**src/rtl/follower_pkg.sv**
```systemverilog
// -----------------------------------------------------------------------------
// follower_pkg
// Shared types and constants for the line-follower command path.
//   state_t        : controller state (IDLE / IN_TRANSIT)
//   CMD_STOP/GO    : opcode values found in cmd[7:6]
//   STATION_PREFIX : ID[7:6] value marking a real station ID
//   station_match  : true when an ID is a valid station equal to dest
// -----------------------------------------------------------------------------
package follower_pkg;

    typedef enum logic [0:0] {
        IDLE       = 1'b0,
        IN_TRANSIT = 1'b1
    } state_t;

    localparam logic [1:0] CMD_STOP       = 2'b00;
    localparam logic [1:0] CMD_GO         = 2'b01;
    localparam logic [1:0] STATION_PREFIX = 2'b00;

    // Barcode IDs with a non-zero prefix are noise and never match a station.
    function automatic logic station_match(input logic [7:0] id,
                                           input logic [5:0] dest);
        return (id[7:6] == STATION_PREFIX) && (id[5:0] == dest);
    endfunction

endpackage

```
**src/rtl/buzz_gen.sv**
```systemverilog
// -----------------------------------------------------------------------------
// buzz_gen
// Square-wave piezo driver. While en is high a counter runs 0..BUZZ_HALF-1 and
// buzz toggles each time it wraps, giving a period of 2*BUZZ_HALF clocks.
// With en low the counter and buzz are forced to 0 on the next edge.
// Ports:
//   clk, rst_n : clock, asynchronous active-low reset
//   en         : run the buzzer
//   buzz       : buzzer drive (registered)
//   buzz_n     : complement of buzz (registered, resets to 1)
// -----------------------------------------------------------------------------
module buzz_gen #(
    parameter int BUZZ_HALF = 6250
) (
    input  logic clk,
    input  logic rst_n,
    input  logic en,
    output logic buzz,
    output logic buzz_n
);

    localparam int CW = (BUZZ_HALF > 2) ? $clog2(BUZZ_HALF) : 1;
    localparam logic [CW-1:0] CNT_LAST = CW'(BUZZ_HALF - 1);
    localparam logic [CW-1:0] CNT_ONE  = CW'(1);

    logic [CW-1:0] cnt_r;
    logic          buzz_r;
    logic          buzz_n_r;
    logic          wrap_s;

    assign wrap_s = en && (cnt_r == CNT_LAST);

    // Half-period counter: runs only while enabled, restarts from 0 otherwise.
    always_ff @(posedge clk or negedge rst_n) begin
        if (!rst_n) begin
            cnt_r <= '0;
        end else if (!en) begin
            cnt_r <= '0;
        end else if (wrap_s) begin
            cnt_r <= '0;
        end else begin
            cnt_r <= cnt_r + CNT_ONE;
        end
    end

    // Toggle flop pair; buzz_n is kept as its own flop so both pins are glitch-free.
    always_ff @(posedge clk or negedge rst_n) begin
        if (!rst_n) begin
            buzz_r   <= 1'b0;
            buzz_n_r <= 1'b1;
        end else if (!en) begin
            buzz_r   <= 1'b0;
            buzz_n_r <= 1'b1;
        end else if (wrap_s) begin
            buzz_r   <= ~buzz_r;
            buzz_n_r <= buzz_r;
        end else begin
            buzz_r   <= buzz_r;
            buzz_n_r <= buzz_n_r;
        end
    end

    assign buzz   = buzz_r;
    assign buzz_n = buzz_n_r;

endmodule

```
**src/rtl/station_cmd_ctrl.sv**
```systemverilog
// -----------------------------------------------------------------------------
// station_cmd_ctrl
// Command/destination controller. GO commands latch a 6-bit destination and
// put the robot in transit; a matching barcode station ID or a STOP command
// ends the transit. While in transit and blocked, the buzzer sounds.
// Ports:
//   clk, rst_n  : clock, asynchronous active-low reset
//   cmd         : UART command byte, [7:6] opcode, [5:0] destination
//   cmd_rdy     : cmd valid (level, held until clr_cmd_rdy)
//   clr_cmd_rdy : one-cycle pulse consuming cmd (same cycle as sampled)
//   ID          : barcode station ID, valid only when ID[7:6]==2'b00
//   ID_vld      : ID valid (level, held until clr_ID_vld)
//   clr_ID_vld  : one-cycle pulse consuming ID (same cycle as sampled)
//   OK2Move     : high when no obstacle ahead
//   in_transit  : registered, robot has an active destination
//   go          : in_transit & OK2Move
//   buzz/buzz_n : piezo drive and its complement
// -----------------------------------------------------------------------------
module station_cmd_ctrl
    import follower_pkg::*;
#(
    parameter int BUZZ_HALF = 6250
) (
    input  logic       clk,
    input  logic       rst_n,
    input  logic [7:0] cmd,
    input  logic       cmd_rdy,
    output logic       clr_cmd_rdy,
    input  logic [7:0] ID,
    input  logic       ID_vld,
    output logic       clr_ID_vld,
    input  logic       OK2Move,
    output logic       in_transit,
    output logic       go,
    output logic       buzz,
    output logic       buzz_n
);

    state_t     state_r;
    state_t     state_nxt_s;
    logic [5:0] dest_r;
    logic [5:0] dest_nxt_s;
    logic       in_transit_r;
    logic       clr_cmd_s;
    logic       clr_id_s;
    logic [1:0] cmd_op_s;
    logic       id_hit_s;
    logic       buzz_en_s;

    assign cmd_op_s = cmd[7:6];
    assign id_hit_s = station_match(ID, dest_r);

    // State, destination and in_transit registers.
    always_ff @(posedge clk or negedge rst_n) begin
        if (!rst_n) begin
            state_r      <= IDLE;
            dest_r       <= 6'h00;
            in_transit_r <= 1'b0;
        end else begin
            state_r      <= state_nxt_s;
            dest_r       <= dest_nxt_s;
            in_transit_r <= (state_nxt_s == IN_TRANSIT);
        end
    end

    // Next-state and consume-pulse logic; a pending command always wins over
    // a pending ID so that only one valid is cleared per cycle.
    always_comb begin
        state_nxt_s = state_r;
        dest_nxt_s  = dest_r;
        clr_cmd_s   = 1'b0;
        clr_id_s    = 1'b0;
        case (state_r)
            IDLE: begin
                if (cmd_rdy) begin
                    clr_cmd_s = 1'b1;
                    if (cmd_op_s == CMD_GO) begin
                        dest_nxt_s  = cmd[5:0];
                        state_nxt_s = IN_TRANSIT;
                    end else begin
                        state_nxt_s = IDLE;
                    end
                end else if (ID_vld) begin
                    clr_id_s = 1'b1;
                end else begin
                    state_nxt_s = IDLE;
                end
            end
            IN_TRANSIT: begin
                if (cmd_rdy) begin
                    clr_cmd_s = 1'b1;
                    case (cmd_op_s)
                        CMD_GO: begin
                            dest_nxt_s  = cmd[5:0];
                            state_nxt_s = IN_TRANSIT;
                        end
                        CMD_STOP: begin
                            state_nxt_s = IDLE;
                        end
                        default: begin
                            state_nxt_s = IN_TRANSIT;
                        end
                    endcase
                end else if (ID_vld) begin
                    clr_id_s = 1'b1;
                    if (id_hit_s) begin
                        state_nxt_s = IDLE;
                    end else begin
                        state_nxt_s = IN_TRANSIT;
                    end
                end else begin
                    state_nxt_s = IN_TRANSIT;
                end
            end
            default: begin
                state_nxt_s = IDLE;
            end
        endcase
    end

    assign clr_cmd_rdy = clr_cmd_s;
    assign clr_ID_vld  = clr_id_s;
    assign in_transit  = in_transit_r;
    assign go          = in_transit_r & OK2Move;
    assign buzz_en_s   = in_transit_r & ~OK2Move;

    buzz_gen #(
        .BUZZ_HALF(BUZZ_HALF)
    ) u_buzz_gen (
        .clk   (clk),
        .rst_n (rst_n),
        .en    (buzz_en_s),
        .buzz  (buzz),
        .buzz_n(buzz_n)
    );

endmodule

```
**config.mk**
```make
export PLATFORM = sky130hd
export DESIGN_NAME = station_cmd_ctrl
export DESIGN_NICKNAME = d
export VERILOG_FILES = /design/src/rtl/follower_pkg.sv /design/src/rtl/buzz_gen.sv /design/src/rtl/station_cmd_ctrl.sv
export SDC_FILE = /design/constraint.sdc
export NUM_CORES = 1
export LEC_CHECK = 0
export BUFFER_PORTS_ARGS = -buffer_cell sky130_fd_sc_hd__buf_4
export CAP_MARGIN = 15
export CORE_MARGIN = 4
export CORE_UTILIZATION = 52
export DETAILED_ROUTE_END_ITERATION = 6
export PLACE_DENSITY_LB_ADDON = 0.08
export SLEW_MARGIN = 30
export SYNTH_ARGS = -nofsm -noshare
export SYNTH_HDL_FRONTEND = slang
export SYNTH_HIERARCHICAL = 1
export SYNTH_SLANG_ARGS = --single-unit
```
**constraint.sdc**
```tcl
create_clock -name clk -period 2.3 [get_ports clk]
set_clock_uncertainty 0.05 [all_clocks]
set_input_delay 0.23 -clock clk [delete_from_list [all_inputs] [get_ports clk]]
set_output_delay 0.23 -clock clk [all_outputs]
set_load 0.01 [all_outputs]
```
# --- Yosys cells after proc, flatten, opt, wreduce, memory -nomap -nowiden ---
# Cells that the tools add are included.
op_classes:
  n_reduce_logical: 5
  n_addsub: 1
  muxes: 18
  bitwise: 5
  eq_ne: 4
op_table:
  columns: ["operator", "count"]
  rows:
  - ["13-bit 2-to-1 mux", 2]
  - ["13-bit by 1-bit adder with 13-bit output (second input constant)", 1]
  - ["13-bit equality test (second input constant)", 1]
  - ["1-bit 2-to-1 mux", 13]
  - ["6-bit 2-to-1 mux", 2]
  - ["6-bit equality test", 1]
  - ["2-bit logical NOT", 2]
  - ["1-bit inverter", 3]
  - ["1-bit bitwise AND", 2]
  - ["2-bit by 1-bit equality test with 1-bit output (second input constant)", 1]
  - ["1-bit logical AND", 2]
  - ["2-bit != test (second input constant)", 1]
  - ["1-bit case mux with 2 select lines", 1]
  - ["2-bit AND reduction", 1]
word_totals:
  regBits: 22
  out_inout_bits: 6
  input_bits: 21
  elab_cells: 38

# --- Depth between registers and ports, before layout ---
# Gate-level depths: netlist of run 1.
logic_depth:
  depth_word: 6
  ltp_mapped: 6

# --- By module ---
# Netlist of run 1, hierarchy kept.
modules_own_cells:
  columns: ["module", "seq_area_each_um2", "cells_per_inst", "n_inst", "area_each_um2"]
  rows:
  - ["buzz_gen", 376.6, 75, 1, 757.0]
  - ["station_cmd_ctrl", 175.2, 30, 1, 401.6]

# --- Worst setup path before layout of run 1 ---
# OpenSTA, ideal clock, no wires.
synth_timing:
  kind: "flip-flop to flip-flop"
  start: "reg u_buzz_gen.cnt_r[2]"
  end: "reg u_buzz_gen.buzz_n_r, in the netlist u_buzz_gen/buzz_n"
  arrival_time_ns: 1.591
  slack_ns: 0.577
  setup_time_ns: 0.082
  required_ns: 2.168
  synth_period_minus_slack_ns: 1.723
  stages_incl_launch_ff: 4
  cell_sequence: "dfrtp_1 or4b_4 or4_1 o31a_1"
synth_between:
  elab_chain_len: 3
synth_lines:
  columns: ["element", "line_no", "source"]
  rows:
  - ["start: declaration", "buzz_gen.sv:26", "logic [CW-1:0] cnt_r;"]
  - ["start signal: assignment", "buzz_gen.sv:42", "cnt_r <= cnt_r + CNT_ONE;"]
  - ["13-bit equality test", "buzz_gen.sv:31", "assign wrap_s = en && (cnt_r == CNT_LAST);"]
  - ["1-bit logical AND", "buzz_gen.sv:31", null]
  - ["2-bit != test (no source line)", null, null]
  - ["end signal: assignment", "buzz_gen.sv:56", "buzz_n_r <= buzz_r;"]
  - ["end signal: assignment", "buzz_gen.sv:59", "buzz_n_r <= buzz_n_r;"]
  - ["end: declaration", "buzz_gen.sv:28", "logic buzz_n_r;"]
# Every way passes these cells.
# A chain may end at the register's enable or synchronous reset.

# --- Final worst setup path of run 1 ---
# Same ends and word-level chain as after synthesis.

==> results.py, run 1 <==
metrics = {
    "finish": {
        "nets": 159,
        "layout-drive-gt1-share_pct": 30.4,
        "final_common_cell": "buf_4",
        "diodes": 0,
        "layout_common_cells": "buf_4 (27), dfrtp_1 (21), xnor2_1 (8), a21oi_1 (8)",
        "area_growth_pct": 23.1,
    },
    "clock_network": {
        "cts.sinks": 22,
        "ctsLongestPathBuffers": 2,
        "cts_resized": 0,
        "htreeDepth": 1,
        "clk_pin_slew_worst_paths_ns": 0.12,
        "clk-insertion-delay-late_ns": 0.30,
        "clockRootBuffer": "clkbuf_4",
        "post_cts_buffers": 0,
        "cts_buffers": 3,
        "cts_tree": "done",
    },
    "global_route": {
        "grt_pass1_wl_um": 4110,
        "grt_pass1_vias": 919,
        "antenna_found_initial": 0,
        "grtUsageTotal_pct": 16.6,
        "overflow": 0,
        "grt_max_degree": 23,
    },
    "logic_synthesis": {
        "synth_top_area_share_pct": 45.4,
        "synth-seq-cells": 22,
        "synth_top_area_cell": "dfrtp_1",
        "syn-num-nets": 128,
        "seq_area_frac_synth_pct": 47.6,
        "postSynthAreaPerCell_sq_um": 11.0,
        "synth.top_cells.by_area": "dfrtp_1 (45%), mux2_4 (7.8%), xnor2_1 (6.0%)",
        "mappedNetlistArea_sq_um": 1160,
        "synth.distinct_cells": 29,
        "syn_inst": 105,
        "yosys_warnings": 6,
    },
    "drt": {
        "detail_route.wl_per_cell_um": 14.8,
        "drtPass1Iterations": 4,
        "wl_um": 2390,
        "drc": 0,
        "vias": 917,
        "via_per_inst": 5.66,
        "drtAntennaViolNets": 0,
        "drt-initial-drc-count": 25,
    },
    "floorplan": {
        "row_count": 16,
        "core_area_sq_um": 2040,
        "dieArea_sq_um": 3050,
        "ioPinCount": 27,
        "start_util_pct": 56.7,
        "dieWidth_um": 55.2,
        "fp.dieH_um": 55.2,
    },
    "critical_path": {
        "endpoint_kind": "register",
        "cp_max_fo": 6,
        "slowest_stage": "or4b_4",
        "worstPathArrival_ns": 1.97,
        "start_kind": "register",
        "cpPeakStageDelay_ns": 0.55,
        "crit_type": "register to register",
        "required_ns": 2.49,
        "cp_cell_sequence": "or4b_4 > or4_1 > o31a_1",
    },
    "status": {
        "status": "finished, final reports clean",
    },
    "timing": {
        "rsz0062_at_grt": "false",
        "finalSetupTns_ns": 0,
        "slew-limit-headroom_pct": 78.8,
        "fmax_mhz": 562,
        "worstMarginPinSlew_ns": 0.317,
        "hold_viol_final": 0,
        "slew_viol_final": 0,
        "fin_crit_sh_pct": 77.4,
        "fin_crit_ns": 1.78,
        "timing.hold.ws_ns": 0.103,
        "setup_viol": 0,
    },
    "power_and_ir_drop": {
        "p_per_area_nw_per_um2": 541,
        "vdd_ir_drop_max_v": 0.000564,
        "p_leak_nw": 0.605,
    },
    "placed_design": {
        "place_hpwl_um": 1810,
        "globalplace.congestion": 0.821,
        "numPortBuffers": 26,
    },
    "worst_hold_path": {
        "hold_path_class": "input pin to register",
    },
    "flow_run": {
        "maxCapViolations": 0,
    },
}
-- flip-flops by register name, indices dropped and copies added (netlist names) --
signal             flops
in_transit             1
dest_r                 6
u_buzz_gen/buzz        1
u_buzz_gen/cnt_r      13
u_buzz_gen/buzz_n      1
-- critical path, delay by kind of cell, from the launching register on --
kind / cells / cell delay (ns)
flops: 1 / 0.46
compound gates: 1 / 0.12
simple gates: 2 / 1.10
-- per-layer routing --
metal  up-vias  track usage [%]  part of all wire, %
met5         -                0                    0
met4         0             4.86                 0.50
met3         2             4.20                  4.5
met2        20             27.4                   50
met1       448             21.5                   45
li1        447                -                    -
-- cells in the mapped netlist --
cell type and n:
nand3b_4 1, o31ai_1 5, nand4b_1 1, or4_1 6
nand2b_1 1, mux2_4 6, nand2_1 3, nand3_1 4
nor2b_1 2, or4b_4 1, buf_4 2, nand4_1 6
o31a_1 1, dfrtp_1 21, nand4bb_1 1, xor2_1 1
a21oi_1 8, dfstp_2 1, inv_1 6, a2bb2oi_1 1
ha_1 2, nor3b_1 1, o31ai_2 1, nor3_1 1
nor2_1 5, or3_1 3, and2_1 1, o21ai_0 5
xnor2_1 8
-- stage by stage --
| step | utilization [%] | instances | worst slack, ns | total power, mW | area (sq um) |
|---|---|---|---|---|---|
| after floorplan | - | 105 | 0.577 | 0.512 | 1160 |
| after CTS | 69.9 | 162 | 0.510 | 0.784 | 1430 |
| after detailed placement | 67.6 | 157 | 0.532 | 0.571 | 1380 |
| after global placement | 67.6 | 157 | 0.553 | 0.566 | 1380 |
| after global routing | 69.9 | 162 | 0.440 | 0.816 | 1430 |
| final | 69.9 | 162 | 0.520 | 0.772 | 1430 |
-- where the power goes --
group          leakage (nW)  switching (mW)  internal (mW)  total, mW
registers             0.289          0.0198          0.411      0.431
logic                 0.295          0.0490         0.0839      0.133
clock network        0.0210           0.112         0.0965      0.208
total                 0.605           0.181          0.592      0.772
-- what timing repair did --
action                                 4_1_cts  5_1_grt
endpoints found under the hold margin       21        0
hold buffers                                 1        0
setup endpoints to repair                    0        0
-- worst paths after layout --
kind                                     start                 to  slack (ns)  cells after the start
max                        u_buzz_gen/cnt_r[2]  u_buzz_gen/buzz_n        0.52                      3
max in group asynchronous                rst_n  u_buzz_gen/buzz_n        1.64                      2
max reg2reg                u_buzz_gen/cnt_r[2]  u_buzz_gen/buzz_n        0.52                      3
min reg2reg                          dest_r[4]          dest_r[4]        0.49                      1
min                                     cmd[5]          dest_r[5]        0.10                      2
min in group asynchronous                rst_n         in_transit        0.28                      2
-- cell families (layout without fill, tap and decap cells) --
| logic type | after synthesis | in the layout | synth area share, % |
|---|---|---|---|
| xor gates and xnor gates | 9 | 9 | 6.80 |
| and+or+nand+nor | 37 | 37 | 21.0 |
| AOI/OAI and AO/OA | 21 | 21 | 11.4 |
| buffers and inverters | 8 | 38 | 3.24 |
| muxes | 6 | 6 | 7.78 |
| DFF | 22 | 22 | 47.6 |
| adders and majority gates | 2 | 2 | 2.16 |
-- layout make-up --
cell class / count / area (sq um)
Multi-Input combinational cell: 75 / 569
Clock buffer: 4 / 36.3
Sequential cell: 22 / 552
Fill cell: 168 / 616
Timing Repair Buffer: 28 / 213
Inverter: 6 / 22.5
Tap cell: 27 / 33.8
Note: power is estimated with default switching activity, not from simulation.
==> run 2, diff against run 1 <==
==> constraint.sdc (replaced) <==
create_clock -name clk -period 1.8 [get_ports clk]
set_clock_uncertainty 0.05 [all_clocks]
set_input_delay 0.18 -clock clk [delete_from_list [all_inputs] [get_ports clk]]
set_output_delay 0.18 -clock clk [all_outputs]
set_load 0.01 [all_outputs]
==> results.py, run 2 (synthesis results as in run 1) <==
metrics = {
    "floorplan": {
        "ioPinCount": 27,
        "core_area_sq_um": 2040,
        "start_util_pct": 56.7,
        "dieWidth_um": 55.2,
        "row_count": 16,
        "dieArea_sq_um": 3050,
        "fp.dieH_um": 55.2,
    },
    "finish": {
        "largest_registers": "u_buzz_gen/cnt_r (13), dest_r (6)",
        "final_common_cell": "buf_4",
        "area_growth_pct": 27.8,
        "layout_common_cells": "buf_4 (32), dfrtp_1 (21), xnor2_1 (8), a21oi_1 (8)",
        "nets": 164,
        "regMostFlops": "u_buzz_gen/cnt_r",
        "diodes": 0,
        "largest_reg_flops": 13,
        "final_area_sq_um": 1480,
        "layout-drive-gt1-share_pct": 32.9,
    },
    "placed_design": {
        "place_area_sq_um": 1400,
        "numPortBuffers": 26,
        "place_hpwl_um": 1800,
        "globalplace.congestion": 0.836,
    },
    "flow_run": {
        "maxCapViolations": 0,
    },
    "drt": {
        "drc": 0,
        "drtAntennaViolNets": 0,
        "drt-initial-drc-count": 21,
        "drtPass1Iterations": 4,
        "vias": 923,
        "wl_um": 2380,
        "via_per_inst": 5.53,
        "detail_route.wl_per_cell_um": 14.2,
    },
    "critical_path": {
        "r2r_cells": 3,
        "reg2reg_to": "u_buzz_gen/buzz_n",
        "r2r_slack_ns": 0.07,
        "worstPathArrival_ns": 1.93,
        "crit_type": "register to register",
        "endpoint_kind": "register",
        "start_kind": "register",
        "cp_max_fo": 3,
        "reg2reg_from": "u_buzz_gen/cnt_r[4]",
        "required_ns": 2.00,
    },
    "worst_hold_path": {
        "hold_path_startpoint": "cmd[0]",
        "hold_path_class": "input pin to register",
        "hold_depth": 2,
        "worstHoldEndpoint": "dest_r[0]",
    },
    "power_and_ir_drop": {
        "p_seq_share_pct": 50.2,
        "power_frac_comb_pct": 15.5,
        "vdd_ir_drop_max_v": 0.000504,
        "sw_frac_of_total_pct": 21.6,
        "p_switching_uw": 237,
        "p_per_area_nw_per_um2": 741,
        "intPower_uw": 859,
        "pwr-share-clk_pct": 34.3,
        "p_leak_nw": 0.635,
    },
    "timing": {
        "slew-limit-headroom_pct": 78.6,
        "fin_crit_sh_pct": 96.3,
        "hold_viol_final": 0,
        "fmax_mhz": 577,
        "slew_viol_final": 0,
        "worstMarginPinSlew_ns": 0.321,
        "finalSetupTns_ns": 0,
        "setup_viol": 0,
        "rsz0062_at_grt": "false",
        "fin_crit_ns": 1.73,
    },
    "global_route": {
        "antenna_found_initial": 0,
        "grt_pass1_wl_um": 4060,
        "overflow": 0,
        "grt_max_degree": 23,
        "grtUsageTotal_pct": 16.5,
        "grt_pass1_vias": 925,
    },
    "clock_network": {
        "cts.sinks": 22,
        "clk_pin_slew_worst_paths_ns": 0.13,
        "ctsLongestPathBuffers": 2,
        "clockRootBuffer": "clkbuf_4",
        "cts_tree": "done",
        "htreeDepth": 1,
        "cts_buffers": 3,
        "clk-insertion-delay-late_ns": 0.30,
    },
    "status": {
        "status": "finished, final reports clean",
    },
}
[run 2: cell count changes in the layout (fill, tap and decap cells not counted)]
cell and delta:
bufinv_16 +1, clkbuf_8 -1, buf_4 +5
[run 2: worst max-delay path, stage by stage, from the launching register on]
cell	delay (ns)
dfrtp_1	0.40
or4b_4	0.56
or4_1	0.55
o31a_1	0.12
[run 2: worst max-delay path by stage]
stage / from / end / slack, ns
2_1_floorplan: u_buzz_gen/cnt_r[2] / u_buzz_gen/buzz_n / 0.08
3_3_place_gp: u_buzz_gen/cnt_r[4] / u_buzz_gen/buzz_n / 0.11
3_5_place_dp: u_buzz_gen/cnt_r[4] / u_buzz_gen/buzz_n / 0.07
4_1_cts: u_buzz_gen/cnt_r[4] / u_buzz_gen/buzz_n / 0.06
5_1_grt: u_buzz_gen/cnt_r[7] / u_buzz_gen/buzz_n / 0.02
6_report: u_buzz_gen/cnt_r[4] / u_buzz_gen/buzz_n / 0.07
[run 2: layout make-up]
cell class / count / area, sq um
clock buffers: 3 / 22.5
clock inverters: 1 / 30.0
fillers: 151 / 562
inverters: 6 / 22.5
multi-input cells: 75 / 569
flip-flops and latches: 22 / 552
well taps: 27 / 33.8
repair buffers: 33 / 250
[run 2: through the flow]
stage	power [mW]	cells	util, %	hold slack (ns)	worst slack, ns
6_report	1.10	167	72.5	0.0475	0.0666
3_3_place_gp	0.725	160	68.7	0.0315	0.107
5_1_grt	1.15	167	72.5	0.0359	0.0153
3_5_place_dp	0.729	160	68.7	0.0302	0.0711
2_1_floorplan	0.654	105	-	-0.166	0.0770
4_1_cts	1.11	165	71.8	0.0408	0.0570
[run 2: per-layer routing]
layer	vias up	track usage [%]	wire, um
met5	-	0	0
met4	0	6.25	29
met3	4	2.56	119
met2	26	28.0	1180
met1	435	20.9	1050
li1	458	-	-
[run 2: timing repair]
action / CTS / global route
setup endpoints to repair: 0 / 2
gates resized for setup: 0 / 0
buffers inserted: 0 / 2
hold endpoints to repair: 22 / 0
hold buffers: 1 / 0
[run 2: power groups by stage]
stage	clock, mW	combinational, mW	sequential [mW]
after floorplan	0	0.0984	0.556
after global placement	0	0.167	0.558
after detailed placement	0	0.170	0.559
after CTS	0.385	0.172	0.550
after global routing	0.407	0.186	0.555
final	0.376	0.170	0.550
==> run 3, diff against run 2 <==
--- a/config.mk
+++ b/config.mk
@@ -7,6 +7,7 @@
 export LEC_CHECK = 0
 export BUFFER_PORTS_ARGS = -buffer_cell sky130_fd_sc_hd__buf_4
 export CAP_MARGIN = 15
+export CORE_ASPECT_RATIO = 0.7
 export CORE_MARGIN = 4
 export CORE_UTILIZATION = 52
 export DETAILED_ROUTE_END_ITERATION = 6
==> results.py, run 3 (synthesis results as in run 1) <==
metrics = {
    "drt": {
        "detail_route.wl_per_cell_um": 15.1,
        "drc": 0,
        "vias": 966,
        "drt-initial-drc-count": 35,
        "wl_um": 2570,
        "drtAntennaViolNets": 0,
        "drtPass1Iterations": 4,
        "via_per_inst": 5.68,
    },
    "placed_design": {
        "place_hpwl_um": 1830,
        "numPortBuffers": 26,
        "globalplace.congestion": 0.754,
        "pre_cts_ws_ns": 0.0324,
    },
    "global_route": {
        "grt_max_degree": 23,
        "grtUsageTotal_pct": 18.2,
        "overflow": 0,
        "grt_pass1_vias": 937,
        "grt_pass1_wl_um": 4130,
        "antenna_found_initial": 0,
    },
    "flow_run": {
        "maxCapViolations": 0,
    },
    "status": {
        "status": "finished, final reports clean",
    },
    "clock_network": {
        "ctsLongestPathBuffers": 2,
        "clk-insertion-delay-late_ns": 0.30,
        "htreeDepth": 1,
        "cts_buffers": 3,
        "cts.sinks": 22,
        "clk_pin_slew_worst_paths_ns": 0.12,
        "cts_tree": "done",
        "clockRootBuffer": "clkbuf_4",
    },
    "critical_path": {
        "start_kind": "register",
        "crit_type": "register to register",
        "cp_cell_sequence": "or4b_4 > or4_4 > o31a_1",
        "endpoint_kind": "register",
        "slowest_stage": "or4b_4",
        "path_buf_inv": 0,
        "cpPeakStageDelay_ns": 0.56,
        "worstPathArrival_ns": 1.96,
        "required_ns": 1.99,
        "crit_family": "simple AND/OR/NAND/NOR gates",
        "cp_max_fo": 3,
    },
    "power_and_ir_drop": {
        "finalPower_uw": 989,
        "p_leak_nw": 0.631,
        "p_per_area_nw_per_um2": 672,
        "vdd_ir_drop_max_v": 0.000379,
    },
    "timing": {
        "finalSetupTns_ns": 0,
        "hold_viol_final": 0,
        "rsz0062_at_grt": "false",
        "fin_crit_sh_pct": 98.0,
        "worstMarginPinSlew_ns": 0.291,
        "slew-limit-headroom_pct": 80.5,
        "setup_viol": 0,
        "slew_viol_final": 0,
        "fmax_mhz": 567,
        "fin_crit_ns": 1.76,
        "setup_ws_ns": 0.0352,
    },
    "finish": {
        "largest_reg_flops": 13,
        "layout_common_cells": "buf_4 (32), dfrtp_1 (21), xnor2_1 (8), a21oi_1 (8)",
        "largest_registers": "u_buzz_gen/cnt_r (13), dest_r (6)",
        "layout-drive-gt1-share_pct": 33.6,
        "area_growth_pct": 27.0,
        "regMostFlops": "u_buzz_gen/cnt_r",
        "diodes": 0,
        "final_common_cell": "buf_4",
        "nets": 164,
    },
    "worst_hold_path": {
        "hold_path_class": "input pin to register",
    },
    "floorplan": {
        "dieWidth_um": 64.4,
        "ioPinCount": 27,
        "dieArea_sq_um": 3060,
        "start_util_pct": 58.4,
        "row_count": 13,
        "fp.dieH_um": 47.5,
        "core_area_sq_um": 1980,
    },
}
==> run 3: changes by cell type in the layout (fill, tap and decap cells not counted) <==
cell,change
bufinv_16,-1
clkbuf_8,+1
or4_1,-1
or4_4,+1
==> run 3: path summary, 6_finish.rpt <==
check | depth (start not counted) | start | slack (ns) | to
max | 3 | u_buzz_gen/cnt_r[4] | 0.04 | u_buzz_gen/buzz_n
min | 2 | cmd[3] | 0.05 | dest_r[3]
max reg2reg | 3 | u_buzz_gen/cnt_r[4] | 0.04 | u_buzz_gen/buzz_n
min reg2reg | 1 | u_buzz_gen/cnt_r[0] | 0.50 | u_buzz_gen/cnt_r[0]
max in group asynchronous | 2 | rst_n | 1.19 | u_buzz_gen/buzz_n
min in group asynchronous | 2 | rst_n | 0.24 | dest_r[4]
==> run 3: final cells by class <==
cell class	count	area [sq um]
multi-input combinational	75	573
sequential	22	552
fill	153	513
timing repair buffer	33	250
tap	30	37.5
clock buffer	4	36.3
inverter	6	22.5
==> run 3: what timing repair did <==
item / CTS / global route
resized for setup: 0 / 1
hold buffers: 1 / 0
pin swaps: 0 / 1
endpoints found under the hold margin: 22 / 0
endpoints found under the setup margin: 1 / 4
setup buffers: 1 / 3
==> run 3: through the flow <==
| step | cell area (sq um) | util, % | hold slack, ns | cells |
|---|---|---|---|---|
| floorplan | 1160 | - | -0.166 | 105 |
| global placement | 1390 | 70.1 | 0.0325 | 161 |
| detailed placement | 1390 | 70.1 | 0.0305 | 161 |
| CTS | 1450 | 72.8 | 0.0394 | 167 |
| global route | 1470 | 74.1 | 0.0266 | 170 |
| finish | 1470 | 74.1 | 0.0460 | 170 |
==> run 3: power breakdown <==
group / total, mW / switching, mW / leakage [nW] / internal, mW
clock: 0.269 / 0.146 / 0.0210 / 0.123
sequential: 0.552 / 0.0267 / 0.289 / 0.525
combinational: 0.168 / 0.0610 / 0.321 / 0.107
total: 0.989 / 0.233 / 0.631 / 0.756
==> run 3: routing by layer <==
layer,global-route usage [%],vias to the layer above,part of all wire [%]
li1,-,459,-
met5,0,-,0
met2,31.6,38,47
met4,7.14,0,1.5
met3,4.93,6,6.9
met1,22.6,463,44
